--- src/rtl/seq_priority_encoder_if.sv ---
// Request/response bundle for seq_priority_encoder.
// The master side is the environment; the slave side is the encoder.
interface seq_priority_encoder_if #(
    parameter int unsigned WIDTH = 16
);
    localparam int unsigned OUT_W = $clog2(WIDTH);

    logic             in_valid;
    logic             in_ready;
    logic [1:0]       mode;
    logic [WIDTH-1:0] encoder_in;
    logic             out_valid;
    logic             out_ready;
    logic [OUT_W-1:0] binary_out;
    logic             out_last;
    logic             zero;
    logic             error;

    modport master (
        output in_valid, mode, encoder_in, out_ready,
        input  in_ready, out_valid, binary_out, out_last, zero, error
    );

    modport slave (
        input  in_valid, mode, encoder_in, out_ready,
        output in_ready, out_valid, binary_out, out_last, zero, error
    );
endinterface

--- src/rtl/seq_priority_encoder.sv ---
// Registered WIDTH-to-index encoder with strict one-hot, LSB, MSB and
// serialising modes, valid/ready on both sides.
module seq_priority_encoder #(
    parameter int unsigned WIDTH = 16
) (
    input  logic                   clk,
    input  logic                   reset,
    input  logic                   enable,
    seq_priority_encoder_if.slave  bus
);
    localparam int unsigned OUT_W = $clog2(WIDTH);

    typedef enum logic [1:0] {ST_IDLE, ST_HOLD, ST_SCAN} state_t;

    function automatic logic [OUT_W-1:0] lsb_idx(input logic [WIDTH-1:0] v);
        lsb_idx = '0;
        for (int i = int'(WIDTH) - 1; i >= 0; i--) begin
            if (v[i]) lsb_idx = OUT_W'(i);
        end
    endfunction

    function automatic logic [OUT_W-1:0] msb_idx(input logic [WIDTH-1:0] v);
        msb_idx = '0;
        for (int i = 0; i < int'(WIDTH); i++) begin
            if (v[i]) msb_idx = OUT_W'(i);
        end
    endfunction

    function automatic logic at_most_one(input logic [WIDTH-1:0] v);
        at_most_one = ((v & (v - WIDTH'(1))) == '0);
    endfunction

    state_t           r_state;
    logic [WIDTH-1:0] r_mask;
    logic             r_valid;
    logic [OUT_W-1:0] r_idx;
    logic             r_last;
    logic             r_zero;
    logic             r_err;

    state_t           w_nxt_state;
    logic [WIDTH-1:0] w_nxt_mask;
    logic             w_nxt_valid;
    logic [OUT_W-1:0] w_nxt_idx;
    logic             w_nxt_last;
    logic             w_nxt_zero;
    logic             w_nxt_err;

    logic             w_in_ready;
    logic             w_accept;
    logic             w_hs;
    logic             w_vec_zero;
    logic             w_vec_single;
    logic [WIDTH-1:0] w_mask_rem;

    // Ready as soon as the slot is empty or its final beat is leaving.
    assign w_in_ready   = enable && (!r_valid || (bus.out_ready && r_last));
    assign w_accept     = bus.in_valid && w_in_ready;
    assign w_hs         = r_valid && bus.out_ready;
    assign w_vec_zero   = (bus.encoder_in == '0);
    assign w_vec_single = at_most_one(bus.encoder_in);
    assign w_mask_rem   = r_mask & (r_mask - WIDTH'(1));

    always_comb begin
        w_nxt_state = r_state;
        w_nxt_mask  = r_mask;
        w_nxt_valid = r_valid;
        w_nxt_idx   = r_idx;
        w_nxt_last  = r_last;
        w_nxt_zero  = r_zero;
        w_nxt_err   = r_err;

        if (w_accept) begin
            w_nxt_state = ST_HOLD;
            w_nxt_mask  = bus.encoder_in;
            w_nxt_valid = 1'b1;
            w_nxt_last  = 1'b1;
            w_nxt_zero  = w_vec_zero;
            w_nxt_err   = 1'b0;
            case (bus.mode)
                2'd0: begin
                    w_nxt_err = !(w_vec_single && !w_vec_zero);
                    w_nxt_idx = w_nxt_err ? '0 : lsb_idx(bus.encoder_in);
                end
                2'd1:    w_nxt_idx = lsb_idx(bus.encoder_in);
                2'd2:    w_nxt_idx = msb_idx(bus.encoder_in);
                default: begin
                    w_nxt_idx = lsb_idx(bus.encoder_in);
                    if (!w_vec_single) begin
                        w_nxt_state = ST_SCAN;
                        w_nxt_last  = 1'b0;
                    end
                end
            endcase
        end else if (w_hs && r_last) begin
            w_nxt_state = ST_IDLE;
            w_nxt_valid = 1'b0;
        end else if (w_hs && (r_state == ST_SCAN)) begin
            // Drop the bit just delivered and present the next lowest.
            w_nxt_mask = w_mask_rem;
            w_nxt_idx  = lsb_idx(w_mask_rem);
            w_nxt_last = at_most_one(w_mask_rem);
        end
    end

    always_ff @(posedge clk) begin
        if (reset) begin
            r_state <= ST_IDLE;
            r_mask  <= '0;
            r_valid <= 1'b0;
            r_idx   <= '0;
            r_last  <= 1'b0;
            r_zero  <= 1'b0;
            r_err   <= 1'b0;
        end else begin
            r_state <= w_nxt_state;
            r_mask  <= w_nxt_mask;
            r_valid <= w_nxt_valid;
            r_idx   <= w_nxt_idx;
            r_last  <= w_nxt_last;
            r_zero  <= w_nxt_zero;
            r_err   <= w_nxt_err;
        end
    end

    assign bus.in_ready   = w_in_ready;
    assign bus.out_valid  = r_valid;
    assign bus.binary_out = r_idx;
    assign bus.out_last   = r_last;
    assign bus.zero       = r_zero;
    assign bus.error      = r_err;
endmodule

--- src/flat_wrapper.sv ---
// flat-port wrapper written by rule: the top's interface ports become plain ports
module seq_priority_encoder_flat 
#(
    parameter int unsigned WIDTH = 16
)
  (clk, reset, enable, bus_in_valid, bus_mode, bus_encoder_in, bus_out_ready, bus_in_ready, bus_out_valid, bus_binary_out, bus_out_last, bus_zero, bus_error);
  seq_priority_encoder_if #(.WIDTH(WIDTH)) bus_i ();
  input  logic clk;
  input  logic reset;
  input  logic enable;
  input wire logic [$bits(bus_i.in_valid)-1:0] bus_in_valid;
  input wire logic [$bits(bus_i.mode)-1:0] bus_mode;
  input wire logic [$bits(bus_i.encoder_in)-1:0] bus_encoder_in;
  input wire logic [$bits(bus_i.out_ready)-1:0] bus_out_ready;
  output wire logic [$bits(bus_i.in_ready)-1:0] bus_in_ready;
  output wire logic [$bits(bus_i.out_valid)-1:0] bus_out_valid;
  output wire logic [$bits(bus_i.binary_out)-1:0] bus_binary_out;
  output wire logic [$bits(bus_i.out_last)-1:0] bus_out_last;
  output wire logic [$bits(bus_i.zero)-1:0] bus_zero;
  output wire logic [$bits(bus_i.error)-1:0] bus_error;
  assign bus_i.in_valid = bus_in_valid;
  assign bus_i.mode = bus_mode;
  assign bus_i.encoder_in = bus_encoder_in;
  assign bus_i.out_ready = bus_out_ready;
  assign bus_in_ready = bus_i.in_ready;
  assign bus_out_valid = bus_i.out_valid;
  assign bus_binary_out = bus_i.binary_out;
  assign bus_out_last = bus_i.out_last;
  assign bus_zero = bus_i.zero;
  assign bus_error = bus_i.error;
  seq_priority_encoder #(.WIDTH(WIDTH)) u_core (.clk(clk), .reset(reset), .enable(enable), .bus(bus_i));
endmodule
--- config.mk ---
export PLATFORM = sky130hd
export DESIGN_NAME = seq_priority_encoder_flat
export DESIGN_NICKNAME = d
export VERILOG_FILES = /design/src/rtl/seq_priority_encoder_if.sv /design/src/rtl/seq_priority_encoder.sv /design/src/flat_wrapper.sv
export SDC_FILE = /design/constraint.sdc
export NUM_CORES = 1
export LEC_CHECK = 0
export BUFFER_PORTS_ARGS = -buffer_cell sky130_fd_sc_hd__clkbuf_2
export CAP_MARGIN = 20
export CORE_ASPECT_RATIO = 1.5
export CORE_MARGIN = 10
export CORE_UTILIZATION = 58
export DETAILED_ROUTE_END_ITERATION = 10
export HOLD_SLACK_MARGIN = 0.03
export PLACE_DENSITY = 0.83
export SLEW_MARGIN = 30
export SYNTH_ARGS = -nofsm -noshare
export SYNTH_HDL_FRONTEND = slang
export SYNTH_SLANG_ARGS = --single-unit
--- constraint.sdc ---
create_clock -name clk -period 3 [get_ports clk]
set_clock_uncertainty 0.05 [all_clocks]
set_input_delay 0.15 -clock clk [delete_from_list [all_inputs] [get_ports clk]]
set_output_delay 0.15 -clock clk [all_outputs]
set_load 0.01 [all_outputs]
==> impl_results.md <==
* Slew Limit Fails at 0
* Routed WL at around 7300 um
* CTS buffer count at 3
* CP startpoint: u_core.r_mask[9]
* Layout cell share with drive strength beyond 1 at 0.166
* CP cell instances: nor4_1 -> nand3_1 -> nor4_1 -> nor3_1 -> a21o_1 -> a21oi_1 -> o32ai_2
* Fmax at between 300 and 400 MHz
* Leak at ~0.98 nW
* CTS clk-pin slew, worst paths at 0.09 ns
* Clk network pwr share at 0.241
* Sw Pwr at 0.000337 W
* Initial DRC count at 317
* Sequential power share at 0.414
* Worst Hold Class: in2reg
* Mapped cell area at approximately 0.0024 sq mm
* Placed Instance Area at 0.00255 sq mm
* Vias per inst at 6.99
* Worst path depth at 7
* Nets at 386
* Worst-path fanout max at 10
* DPL Wire Length at 5550 um
* Met2 usage at 0.330
* WP data arrival at 2.80 ns
* Tot GR Track Use at 0.197
* Post-CTS resize count at 0
* Startpoint type of the worst setup path: flop
* Min-delay src: bus_encoder_in[0]
* Worst setup EP type: flop
* Post-synth EDFFs at 0
* Fillers at roughly 370
* Most frequent cell on the critical path: nor4_1
* Vias in the first global route at about 2,500
* Clock Tree Buf Depth at 2
* Routed wire length per instance at 17.9 um
* RSZ-0062 raised after global routing: no
* Finished Cell Area at ~0.0026 sq mm
* Area growth syn-to-layout at 9.01%
* Gpl congestion at ~0.90
* Worst setup endpoint: u_core.bus.binary_out[2]
* Initial antenna violation count at 0
* Slew Limit Headroom at 0.584
* Number of synthesized register bits at 26
* GR Overflow Total at 0
* Postcts setup bufs at 0
* R2R Path End: u_core.bus.binary_out[2]
* Int Power at slightly above 0.0006 W
* CTS tree: yes
* Crit-path max cell delay at 0.58 ns
* Mapped Nets at 372
* Setup TNS at 0 ns
* Worst-skew pair later-pin latency at between 0.2 and 0.3 ns
* M1 GR Usage at 0.242
* Total number of H-tree levels at 1
* Clock root cell: clkbuf_8
* Post-Synthesis Cells at 349
* M3 GR Usage at 0.0161
* WS Path Type: reg2reg
* Total Power at 0.000940 W
* Die Span Y at between 90 and 100 um
* Pin count of the biggest net entering global routing at 29
* Floorplan row count at 28
* Initial core utilization at 0.603
* Outcome: complete, no violations
* Top_reg_cell synth: dfxtp_1
* Final antenna-violating net count at 0
* Combinational share of power at 0.345
* Final Hold Viols at 0
* Final Critical Period at 2.72 ns
* Sequential fraction of the synthesis area at 0.218
* Via count at 2,844
* CP max-delay cell: nor4_1
* # diodes at 0
* Worst slew pin tran at 0.619 ns
* GR peak layer: met2
* VDD IR max at 253 uV
* Core area at about 0.0040 sq mm
* Die width at 72.4 um
* Required @ worst endpoint at roughly 3.1 ns
* Reg2reg path depth at 7
* Num ports at 32
* R2r setup slk at 0.28 ns
* Buffers on Ports at 31
* Period utilisation layout at 0.906
* Startpoint of the worst register-to-register path: u_core.r_mask[9]
* Hold Buf Count CTS at 0
* Setup violations, final at 0
* WP buf/inv at 0
* Sw Share at 0.358
* Synth warn at 0
* First-pass GRT wire length at 11,900 um
* CP top delay family: simple AND/OR/NAND/NOR gates
* PwrDens at 361 mW/mm^2
* Post-Syn Area per Cell at slightly below 7 sq um
* Asr flop ratio synth at 0
* Max-cap violations at 0
* First-pass DRT Iterations at 6
* DRC at 0
* Post-synth cell types at 61
* DIE AREA at 0.00714 sq mm
* Sink Count at 26
[area by class of cell]
type                            count  area [sq um]  area share
Multi-Input combinational cell    278          1680       0.646
Tap cell                           45          56.3      0.0216
Inverter                           10          37.5      0.0144
Sequential cell                    26           520       0.200
Timing Repair Buffer               44           253      0.0971
Clock buffer                        4          55.1      0.0211
[cell usage after synthesis, types with 2 or more instances]
cell | n | area share
nor2b_1 | 5 | 0.013
buf_1 | 2 | 0.0031
or3_1 | 7 | 0.018
buf_6 | 2 | 0.0094
nand4_1 | 2 | 0.0052
o211ai_1 | 2 | 0.0063
nor3_1 | 14 | 0.029
nor4_1 | 10 | 0.026
a31oi_1 | 3 | 0.0079
or4_1 | 4 | 0.013
a22oi_1 | 16 | 0.050
a221o_1 | 2 | 0.0084
clkbuf_1 | 29 | 0.046
and2_1 | 2 | 0.0052
o22ai_1 | 4 | 0.010
o21ai_0 | 25 | 0.052
buf_2 | 2 | 0.0042
o41ai_1 | 3 | 0.011
a211oi_1 | 10 | 0.031
a221oi_1 | 3 | 0.011
o31ai_1 | 6 | 0.019
o32ai_1 | 2 | 0.0073
a21oi_1 | 26 | 0.054
nor2_1 | 50 | 0.079
nand2_1 | 21 | 0.033
and3_1 | 2 | 0.0052
a2111oi_0 | 4 | 0.015
inv_1 | 10 | 0.016
maj3_1 | 3 | 0.013
nand3_1 | 10 | 0.021
nand2b_1 | 5 | 0.013
o21a_1 | 2 | 0.0063
or2_2 | 3 | 0.0079
dfxtp_1 | 26 | 0.22
a311oi_1 | 2 | 0.0073
nor3b_1 | 2 | 0.0063
o2111ai_1 | 2 | 0.0073
a21o_1 | 3 | 0.0094
[registers in the layout, summed over array words and instances (netlist names)]
name,flops
u_core.bus.binary_out,4
u_core.bus.error,1
u_core.bus.out_last,1
u_core.bus.out_valid,1
u_core.bus.zero,1
u_core.r_mask,16
u_core.r_state,2
[cell families after synthesis]
family / count (synthesis) / share of synthesized area
simple gates: 143 / 0.304
compound gates: 131 / 0.383
buf+inv: 45 / 0.0781
mux: 1 / 0.00419
flops: 26 / 0.218
fa+ha+maj: 3 / 0.0126
[worst register-to-register path: stages, from the launching register on]
cell     delay [ns]
dfxtp_1        0.42
nor4_1         0.58
nand3_1        0.35
nor4_1         0.56
nor3_1         0.13
a21o_1         0.19
a21oi_1        0.20
o32ai_2        0.11
[worst min-delay path by stage]
stage	endpoint	depth (start not counted)
floorplan	u_core.r_mask[0]	2
CTS	u_core.r_mask[0]	3
detailed placement	u_core.r_state[0]	2
finish	u_core.r_mask[0]	3
global route	u_core.r_mask[0]	3
global placement	u_core.r_state[1]	2
[cells in the final DEF (no fill, tap or decap), drive strengths merged, types with 4 or more instances in the layout]
master,Yosys,final
a22oi,17,17
a2111oi,4,4
o21ai,27,27
buf,6,13
inv,10,10
nor2b,5,5
o31ai,6,6
nand3,10,10
nand2b,5,5
clkbuf,29,35
nor4,11,11
o22ai,4,4
a211oi,10,10
a21oi,26,26
nand2,21,21
dfxtp,26,26
or4,5,5
or2,4,4
or3,8,8
nor3,14,14
nor2,50,50
[power by group through the flow]
stage	Clock (W)	Sequential, W	Combinational (W)
finish	0.000227	0.000389	0.000324
global route	0.000243	0.000391	0.000357
CTS	0.000225	0.000388	0.000318
detailed placement	0	0.000396	0.000316
global placement	0	0.000395	0.000310
floorplan	0	0.000382	0.000233
[per-layer routing]
| layer | part of all wire | routed length [um] |
|---|---|---|
| met5 | 0 | 0 |
| met4 | 0.043 | 312 |
| met2 | 0.50 | 3620 |
| met3 | 0.058 | 422 |
| met1 | 0.40 | 2930 |
[stage by stage]
step	worst slack, ns	cells	hold slack [ns]	utilization
final	0.281	407	0.163	0.658
after global placement	0.401	403	0.408	0.644
after CTS	0.362	407	0.164	0.658
after floorplan	0.454	349	0.236	-
after global routing	0.0703	407	0.184	0.658
after detailed placement	0.328	403	0.420	0.644
No activity file was read; power rests on OpenSTA's default activity.
